<file path="src/rtl/fb_port_arbiter.sv">
// N-channel write-port arbiter for frame-buffer RAM port A: round-robin sharing,
// channel locking, freeze-drop of masked channels and per-channel frame counting.
// Optional per-channel drop counters are enabled with `define FB_ARB_DROP_CNT_EN.
module fb_port_arbiter #(
   parameter int                ADDR_W       = 19,
   parameter int                DATA_W       = 12,
   parameter int                NUM_CH       = 2,
   parameter int                FRAME_PIXELS = 307200,
   parameter logic [NUM_CH-1:0] FREEZE_MASK  = 'b01
) (
   input  logic                     clk,
   input  logic                     rst,
   input  logic [NUM_CH-1:0]        wr_req,
   input  logic [NUM_CH*ADDR_W-1:0] wr_addr,
   input  logic [NUM_CH*DATA_W-1:0] wr_data,
   output logic [NUM_CH-1:0]        wr_gnt,
   input  logic [NUM_CH-1:0]        lock_req,
   input  logic                     freeze,
   output logic                     ram_ena,
   output logic                     ram_wea,
   output logic [ADDR_W-1:0]        ram_addr,
   output logic [DATA_W-1:0]        ram_din,
   output logic                     locked,
   output logic [2:0]               lock_owner,
`ifdef FB_ARB_DROP_CNT_EN
   input  logic                     drop_clr,
   output logic [NUM_CH*16-1:0]     drop_cnt,
`endif
   output logic [NUM_CH-1:0]        frame_done
);

   localparam int PTR_W = (NUM_CH > 1) ? $clog2(NUM_CH) : 1;
   localparam int CNT_W = (FRAME_PIXELS > 1) ? $clog2(FRAME_PIXELS) : 1;
   localparam logic [CNT_W-1:0] LAST_CNT = CNT_W'(FRAME_PIXELS - 1);

   typedef enum logic {
      ST_SHARED,
      ST_LOCKED
   } state_t;

   state_t             state, state_nxt;
   logic [PTR_W-1:0]   owner_idx, owner_nxt;
   logic [PTR_W-1:0]   rr_ptr;

   logic [NUM_CH-1:0]  drop_cond;
   logic [NUM_CH-1:0]  gnt;
   logic [NUM_CH-1:0]  xfer;
   logic [NUM_CH-1:0]  dropped;
   logic [NUM_CH-1:0]  wr_hits;

   logic               lock_hit;
   logic [PTR_W-1:0]   lock_idx;
   logic               rr_hit;
   logic [PTR_W-1:0]   rr_idx;
   logic               wr_any;
   logic [PTR_W-1:0]   wr_ch;
   logic [ADDR_W-1:0]  sel_addr;
   logic [DATA_W-1:0]  sel_data;

   logic [CNT_W-1:0]   frame_cnt [NUM_CH];

   assign drop_cond = FREEZE_MASK & {NUM_CH{freeze}} & wr_req;

   // Lowest-index lock request wins: scan downwards so the last hit is the lowest.
   always_comb begin
      // NOTE: every combinational output gets a default first so no latch is inferred.
      lock_hit = 1'b0;
      lock_idx = '0;
      for (int i = NUM_CH - 1; i >= 0; i--) begin
         if (lock_req[i]) begin
            lock_hit = 1'b1;
            lock_idx = PTR_W'(i);
         end
      end
   end

   // Round-robin search starting just after the last channel that wrote.
   always_comb begin
      rr_hit = 1'b0;
      rr_idx = '0;
      for (int k = 1; k <= NUM_CH; k++) begin
         logic [PTR_W-1:0] cand;
         cand = PTR_W'((int'(rr_ptr) + k) % NUM_CH);
         if (!rr_hit && wr_req[cand] && !drop_cond[cand]) begin
            rr_hit = 1'b1;
            rr_idx = cand;
         end
      end
   end

   always_comb begin
      gnt = '0;
      if (!rst) begin
         if (state == ST_SHARED) begin
            gnt = drop_cond;
            if (rr_hit) gnt[rr_idx] = 1'b1;
         end else begin
            gnt[owner_idx] = wr_req[owner_idx];
         end
      end
   end

   assign wr_gnt  = gnt;
   assign xfer    = wr_req & gnt;
   assign dropped = xfer & drop_cond;
   assign wr_hits = xfer & ~drop_cond;
   assign wr_any  = |wr_hits;

   // At most one non-dropped transfer exists per cycle; select its address and data.
   always_comb begin
      wr_ch    = '0;
      sel_addr = '0;
      sel_data = '0;
      for (int i = 0; i < NUM_CH; i++) begin
         if (wr_hits[i]) begin
            wr_ch    = PTR_W'(i);
            sel_addr = wr_addr[i*ADDR_W +: ADDR_W];
            sel_data = wr_data[i*DATA_W +: DATA_W];
         end
      end
   end

   always_comb begin
      state_nxt = state;
      owner_nxt = owner_idx;
      case (state)
         ST_SHARED: begin
            if (lock_hit) begin
               state_nxt = ST_LOCKED;
               owner_nxt = lock_idx;
            end
         end
         ST_LOCKED: begin
            if (!lock_req[owner_idx]) state_nxt = ST_SHARED;
         end
         default: state_nxt = ST_SHARED;
      endcase
   end

   always_ff @(posedge clk or posedge rst) begin
      if (rst) begin
         // NOTE: sequential state uses non-blocking assignments so all registers update together.
         state     <= ST_SHARED;
         owner_idx <= '0;
         rr_ptr    <= PTR_W'(NUM_CH - 1);
      end else begin
         state     <= state_nxt;
         owner_idx <= owner_nxt;
         if (state == ST_SHARED && wr_any) rr_ptr <= wr_ch;
      end
   end

   // Write path: one register stage; address and data hold while idle.
   always_ff @(posedge clk or posedge rst) begin
      if (rst) begin
         ram_ena  <= 1'b0;
         ram_addr <= '0;
         ram_din  <= '0;
      end else begin
         ram_ena <= wr_any;
         if (wr_any) begin
            ram_addr <= sel_addr;
            ram_din  <= sel_data;
         end
      end
   end

   assign ram_wea    = ram_ena;
   assign locked     = (state == ST_LOCKED);
   assign lock_owner = 3'(owner_idx);

   // Count-based frame tracking; the done pulse lines up with the registered RAM write.
   always_ff @(posedge clk or posedge rst) begin
      if (rst) begin
         frame_done <= '0;
         for (int i = 0; i < NUM_CH; i++) frame_cnt[i] <= '0;
      end else begin
         frame_done <= '0;
         for (int i = 0; i < NUM_CH; i++) begin
            if (wr_hits[i]) begin
               if (frame_cnt[i] == LAST_CNT) begin
                  frame_cnt[i]  <= '0;
                  frame_done[i] <= 1'b1;
               end else begin
                  frame_cnt[i] <= frame_cnt[i] + 1'b1;
               end
            end
         end
      end
   end

`ifdef FB_ARB_DROP_CNT_EN
   logic [15:0] drop_q [NUM_CH];

   // Saturating drop counters; a clear wins over a same-cycle increment.
   always_ff @(posedge clk or posedge rst) begin
      if (rst) begin
         for (int i = 0; i < NUM_CH; i++) drop_q[i] <= '0;
      end else if (drop_clr) begin
         for (int i = 0; i < NUM_CH; i++) drop_q[i] <= '0;
      end else begin
         for (int i = 0; i < NUM_CH; i++) begin
            if (dropped[i] && drop_q[i] != 16'hFFFF) drop_q[i] <= drop_q[i] + 16'd1;
         end
      end
   end

   always_comb begin
      drop_cnt = '0;
      for (int i = 0; i < NUM_CH; i++) drop_cnt[i*16 +: 16] = drop_q[i];
   end
`else
   logic unused_dropped;
   assign unused_dropped = |dropped;
`endif

endmodule
</file>
<file path="config.mk">
export PLATFORM = sky130hd
export DESIGN_NAME = fb_port_arbiter
export DESIGN_NICKNAME = d
export VERILOG_FILES = /design/src/rtl/fb_port_arbiter.sv
export SDC_FILE = /design/constraint.sdc
export NUM_CORES = 1
export LEC_CHECK = 0
export BUFFER_PORTS_ARGS = -buffer_cell sky130_fd_sc_hd__buf_2
export CAP_MARGIN = 0
export CORE_MARGIN = 2
export CORE_UTILIZATION = 40
export DETAILED_ROUTE_END_ITERATION = 8
export GPL_TIMING_DRIVEN = 1
export PLACE_DENSITY_LB_ADDON = 0.3
export SLEW_MARGIN = 20
export SYNTH_ARGS = -nofsm -noshare
export SYNTH_HDL_FRONTEND = slang
export SYNTH_SLANG_ARGS = --single-unit
</file>
<file path="constraint.sdc">
create_clock -name clk -period 8.47 [get_ports clk]
set_input_delay 1.694 -clock clk [delete_from_list [all_inputs] [get_ports clk]]
set_output_delay 1.694 -clock clk [all_outputs]
set_load 0.05 [all_outputs]
</file>
# --- Word level (Yosys, flattened, before mapping) ---
# Index checks and enable logic that the tools add are counted.
word_totals:
  reg_bits: 75
  input_bits: 69
  out_inout_bits: 41
  wordCells: 79
op_classes:
  bitwise: 7
  n_mux: 40
  reduce_logical: 11
  n_lt_le_gt_ge: 6
  eq_ne: 2
  addsub: 4
op_table:
  columns: ["cell", "count"]
  rows:
  - ["two-way mux 19 bit", 4]
  - ["adder 19 x 1 -> 19 bit, second input constant", 2]
  - ["equality test 19 bit, second input constant", 2]
  - ["two-way mux 1 bit", 28]
  - ["two-way mux 12 bit", 2]
  - ["< comparator 1 x 2 -> 1 bit, second input constant", 4]
  - ["AND 2 bit", 3]
  - ["logical AND 1 bit", 6]
  - ["two-way mux 2 bit", 3]
  - ["logical NOT 1 bit", 3]
  - ["adder 1 bit, second input constant", 2]
  - ["AND 1 x 2 -> 2 bit", 1]
  - ["demux 1 bit (select 1 bit)", 2]
  - ["greater-or-equal comparator 1 bit, second input constant", 2]
  - ["NOT 2 bit", 1]
  - ["OR 2 bit", 1]
  - ["case mux 1 bit (2 select lines)", 1]
  - ["AND reduction 2 bit", 1]
  - ["OR reduction 2 bit", 1]
  - ["NOT 1 bit", 1]

# --- Logic depth before layout (Yosys ltp) ---
logic_depth:
  depth_word: 22
  ltp_mapped: 7
  ltp_nobuf: 6

# --- Worst setup path after synthesis ---
# OpenSTA, ideal clock, no wires.
synth_path:
  kind: "in2out"
  from: "input port rst"
  to: "output port wr_gnt[1]"
  stages: 4
  slack_ns: 2.197
  arrival_time_ns: 4.579
  t_required_ns: 6.776
  n_path_buf: 1
  path_cell_list: "inv_1 nand4_1 inv_2 clkbuf_1"
synth_via:
  elab_chain_cells: 1
synth_rtl:
  columns: ["item", "line", "source"]
  rows:
  - ["start, declared", "12", "input logic rst,"]
  - ["two-way mux 2 bit", "93", "if (!rst) begin"]
  - ["end, declared", "16", "output logic [NUM_CH-1:0] wr_gnt,"]
# No other way between the ends.

# --- Final worst setup path ---
layout_path:
  from: "input port freeze"
  to: "output port wr_gnt[1]"
layout_via:
  elab_chain_cells: 18
  word_cells_on_any_way: 24
  classes_between: "2 x order compare; 13 x mux; 2 x bitwise; 7 x reduce/logical"
layout_rtl:
  columns: ["item", "line", "source"]
  rows:
  - ["start, declared", "18", "input logic freeze,"]
  - ["AND 1 x 2 -> 2 bit (*)", "62", "assign drop_cond = FREEZE_MASK & {NUM_CH{freeze}} & wr_req;"]
  - ["two-way mux 1 bit (not written as such) (2 in a row)", "84", "if (!rr_hit && wr_req[cand] && !drop_cond[cand]) begin"]
  - ["logical NOT 1 bit", "84", null]
  - ["logical AND 1 bit", "84", null]
  - ["two-way mux 1 bit", "84", null]
  - ["logical NOT 1 bit", "84", null]
  - ["logical AND 1 bit (2 in a row)", "84", null]
  - ["two-way mux 1 bit", "84", null]
  - ["< comparator 1 x 2 -> 1 bit (not written as such) / greater-or-equal comparator 1 bit (equally long branches)", "96", "if (rr_hit) gnt[rr_idx] = 1'b1;"]
  - ["logical AND 1 bit (not written as such)", "96", null]
  - ["two-way mux 1 bit (not written as such)", "96", null]
  - ["demux 1 bit (select 1 bit)", "96", null]
  - ["OR 2 bit (no source line)", null, null]
  - ["two-way mux 2 bit (*)", "96", null]
  - ["two-way mux 2 bit (*)", "94", "if (state == ST_SHARED) begin"]
  - ["two-way mux 2 bit (*)", "93", null]
# Every way passes the cells marked *; elsewhere a longest branch is shown, timed or not. The select of a mux whose other input is x is not followed.

==> out/metrics.csv <==
stage;metric;value;unit
placement;placed cells;566;
sta;RSZ-0062 raised after global routing;false;
logic_synthesis;EDFF count, synth;0;
sta;Final period util;0.626;
logic_synthesis;FFs w/ async S/R, synth;1.00;
layout;Non-Filler Instances;582;
layout;fin nets;540;
logic_synthesis;Post-Syn Area per Cell;9.53;um2
logic_synthesis;post-synthesis xor/xnor area fraction;0.0551;
placement;routability cong.;0.813;
routing;WL per Instance;13.4;um
grt;largest net degree at the start of global routing;76;
logic_synthesis;Unique masters post-synth;41;
placement;Placed Area;4100;um2
worst_setup_path;WS Path Type;input port to output port;
logic_synthesis;register bit total from synthesis;75;
layout;layout cells sized above 1;0.278;
clock_tree;clk buf depth;2;
sta;post-layout min period;5.30;ns
sta;Hold Slack;0.471;ns
worst_setup_path;crit-path max FO;45;
layout;Post-Route Utilization;0.504;
sta;worst clock skew;0.00855;ns
logic_synthesis;post-synthesis mux area share;0.0114;
layout;most frequent cells in the layout;buf_2 (107), nand2_1 (86), dfrtp_1 (74), a22oi_1 (31), nor2_1 (23);
layout;most common cell after layout, fill and taps aside;buf_2;
clock_tree;Inserted Clock Buffers;9;
floorplanning;Rows;34;
logic_synthesis;largest family of logic cells by synthesized area;simple AND/OR/NAND/NOR gates;
sta;TNS Setup;0;ns
floorplanning;Ports;110;
logic_synthesis;Syn Inst Count;367;
grt;initial antenna violation count;0;
floorplanning;Initial Util;0.407;
sta;# setup viols final;0;
logic_synthesis;Synth area leaders;dfrtp_1 (53%), nand2_1 (9.2%), a22oi_1 (6.7%), xnor2_1 (4.3%), nor2_1 (2.6%);
grt;first-pass GRT wire length;13300;um
layout;Multi-input gate area;1500;um2
logic_synthesis;Synth Area in Simple Gates;0.234;
worst_setup_path;Setup crit end kind;output port;
sta;slew margin rel.;0.392;
clock_tree;H-tree Lvls;3;
logic_synthesis;Compound-Gate Fraction of Synth Area;0.118;
floorplanning;core area;8590;um2
power;maximum vdd drop;0.000153;V
clock_tree;CTS tree;built;
clock_tree;post-CTS setup buffers;0;
routing;Vias per Instance;5.19;
worst_setup_path;element type at the critical path start;input port;
placement;pre-CTS setup slack;3.15;ns
placement;Final HPWL DP;5360;um
logic_synthesis;number of synthesis warnings;0;
power;Tot Pwr;1.18;mW
grt;grt total ovfl;0;
sta;worst setup margin;3.17;ns
worst_setup_path;data required time at the worst endpoint;6.78;ns
floorplanning;chip height;97.5;um
clock_tree;clk slew on worst S/H paths;0.07;ns
grt;Total Routing Usage GR;0.171;
clock_tree;Root Buffer Master;clkbuf_8;
floorplanning;die area;9510;um2
sta;Max Freq;0.189;GHz
logic_synthesis;Yosys top cell area share;0.529;
routing;DRT antenna net count;0;
worst_setup_path;Worst EP arrival;3.61;ns
power;Leakage Power;2.16;nW
clock_tree;worst skew pair latency;0.34;ns
status;status;complete, no violations;
layout;diode count;0;
logic_synthesis;Seq/Total Area, Yosys;0.537;
placement;IO buf count;107;
run;max cap viols;0;
clock_tree;Clock Sinks;75;
clock_tree;hold buffer count at cts;0;
layout;Design Area, Final;4330;um2
logic_synthesis;Synth Area in Adders;0.00715;
logic_synthesis;Main synth FF type;dfrtp_1;
clock_tree;CTS resizes;0;
logic_synthesis;Yosys top cell by area;dfrtp_1;
routing;Routed WL;7780;um
routing;number of vias in the routed layout;3018;
layout;Fillers;809;
power;Power Density;273;nW/um2
routing;DRC Markers;0;
sta;max-slew violations;0;
logic_synthesis;Mapped Area;3500;um2
floorplanning;Die Wd;97.5;um
routing;1st-iter DRT viols;121;
layout;register area;1880;um2
grt;vias in the first global route;2909;
sta;Final Hold Viols;0;
sta;worst slew pin tran;0.912;ns
layout;P&R area growth vs syn;23.7;%
hold_path;Hold WC Path Type;flop to flop;
routing;Pre-Repair DR Iteration Count;4;
[metal layers]
layer / track usage / routed length, um / part of all wire
met3: 0.0496 / 425 / 0.055
met5: 0 / 0 / 0
met4: 0.0524 / 102 / 0.013
met1: 0.214 / 3480 / 0.45
met2: 0.287 / 3780 / 0.49
[cell families (layout without fill, tap and decap cells)]
kind of cell / count (synthesis) / count (layout)
AND/OR/NAND/NOR: 172 / 172
multiplexers: 4 / 4
adder cells (fa/ha/maj): 2 / 2
XOR/XNOR: 22 / 22
other: 1 / 2
AO/OA/AOI/OAI: 63 / 63
flip-flops: 75 / 75
buffers and inverters: 28 / 134
[cell type report]
class	instances	share of cell area
multi-input cells	265	0.347
repair buffers	110	0.129
clock inverters	4	0.0168
flip-flops and latches	75	0.434
clock buffers	12	0.0358
well taps	108	0.0312
inverters	8	0.00694
[final timing paths]
kind | startpoint | to | slack, ns | cells after the start
worst max register to register | locked | ram_addr[7] | 5.82 | 7
worst max-delay path | freeze | wr_gnt[1] | 3.17 | 5
worst min register to register | ram_addr[5] | ram_addr[5] | 0.47 | 2
max in group asynchronous | rst | ram_din[6] | 6.21 | 3
worst min-delay path | ram_addr[5] | ram_addr[5] | 0.47 | 2
min in group asynchronous | rst | frame_cnt[33] | 1.67 | 3
[registers in the layout (all words and copies together) (netlist names)]
| name | cells |
|---|---|
| ram_addr | 19 |
| ram_ena | 1 |
| ram_din | 12 |
| owner_idx | 1 |
| rr_ptr | 1 |
| frame_done | 2 |
| locked | 1 |
| frame_cnt | 38 |
[synth_stat cells, drive strengths merged (3+ instances only)]
cell type and instances:
a21oi 12, a22oi 31, a31oi 4, and3 3, and4 4, buf 9, clkbuf 11, dfrtp 74
inv 8, mux2i 4, nand2 86, nand3 17, nand4 12, nor2 24, nor3 8, nor4 3
nor4b 3, o21ai 11, xnor2 17, xor2 5
[critical path: stages]
cell       delay [ns]
buf_2            0.09
nand4bb_1        0.13
nand4_1          0.48
inv_2            0.80
buf_2            0.39
[power by group]
group	switching (mW)	internal (mW)
logic	0.294	0.0949
clock network	0.127	0.182
registers	0.0520	0.430
total	0.473	0.707
Power figures use the tool's default switching activity.
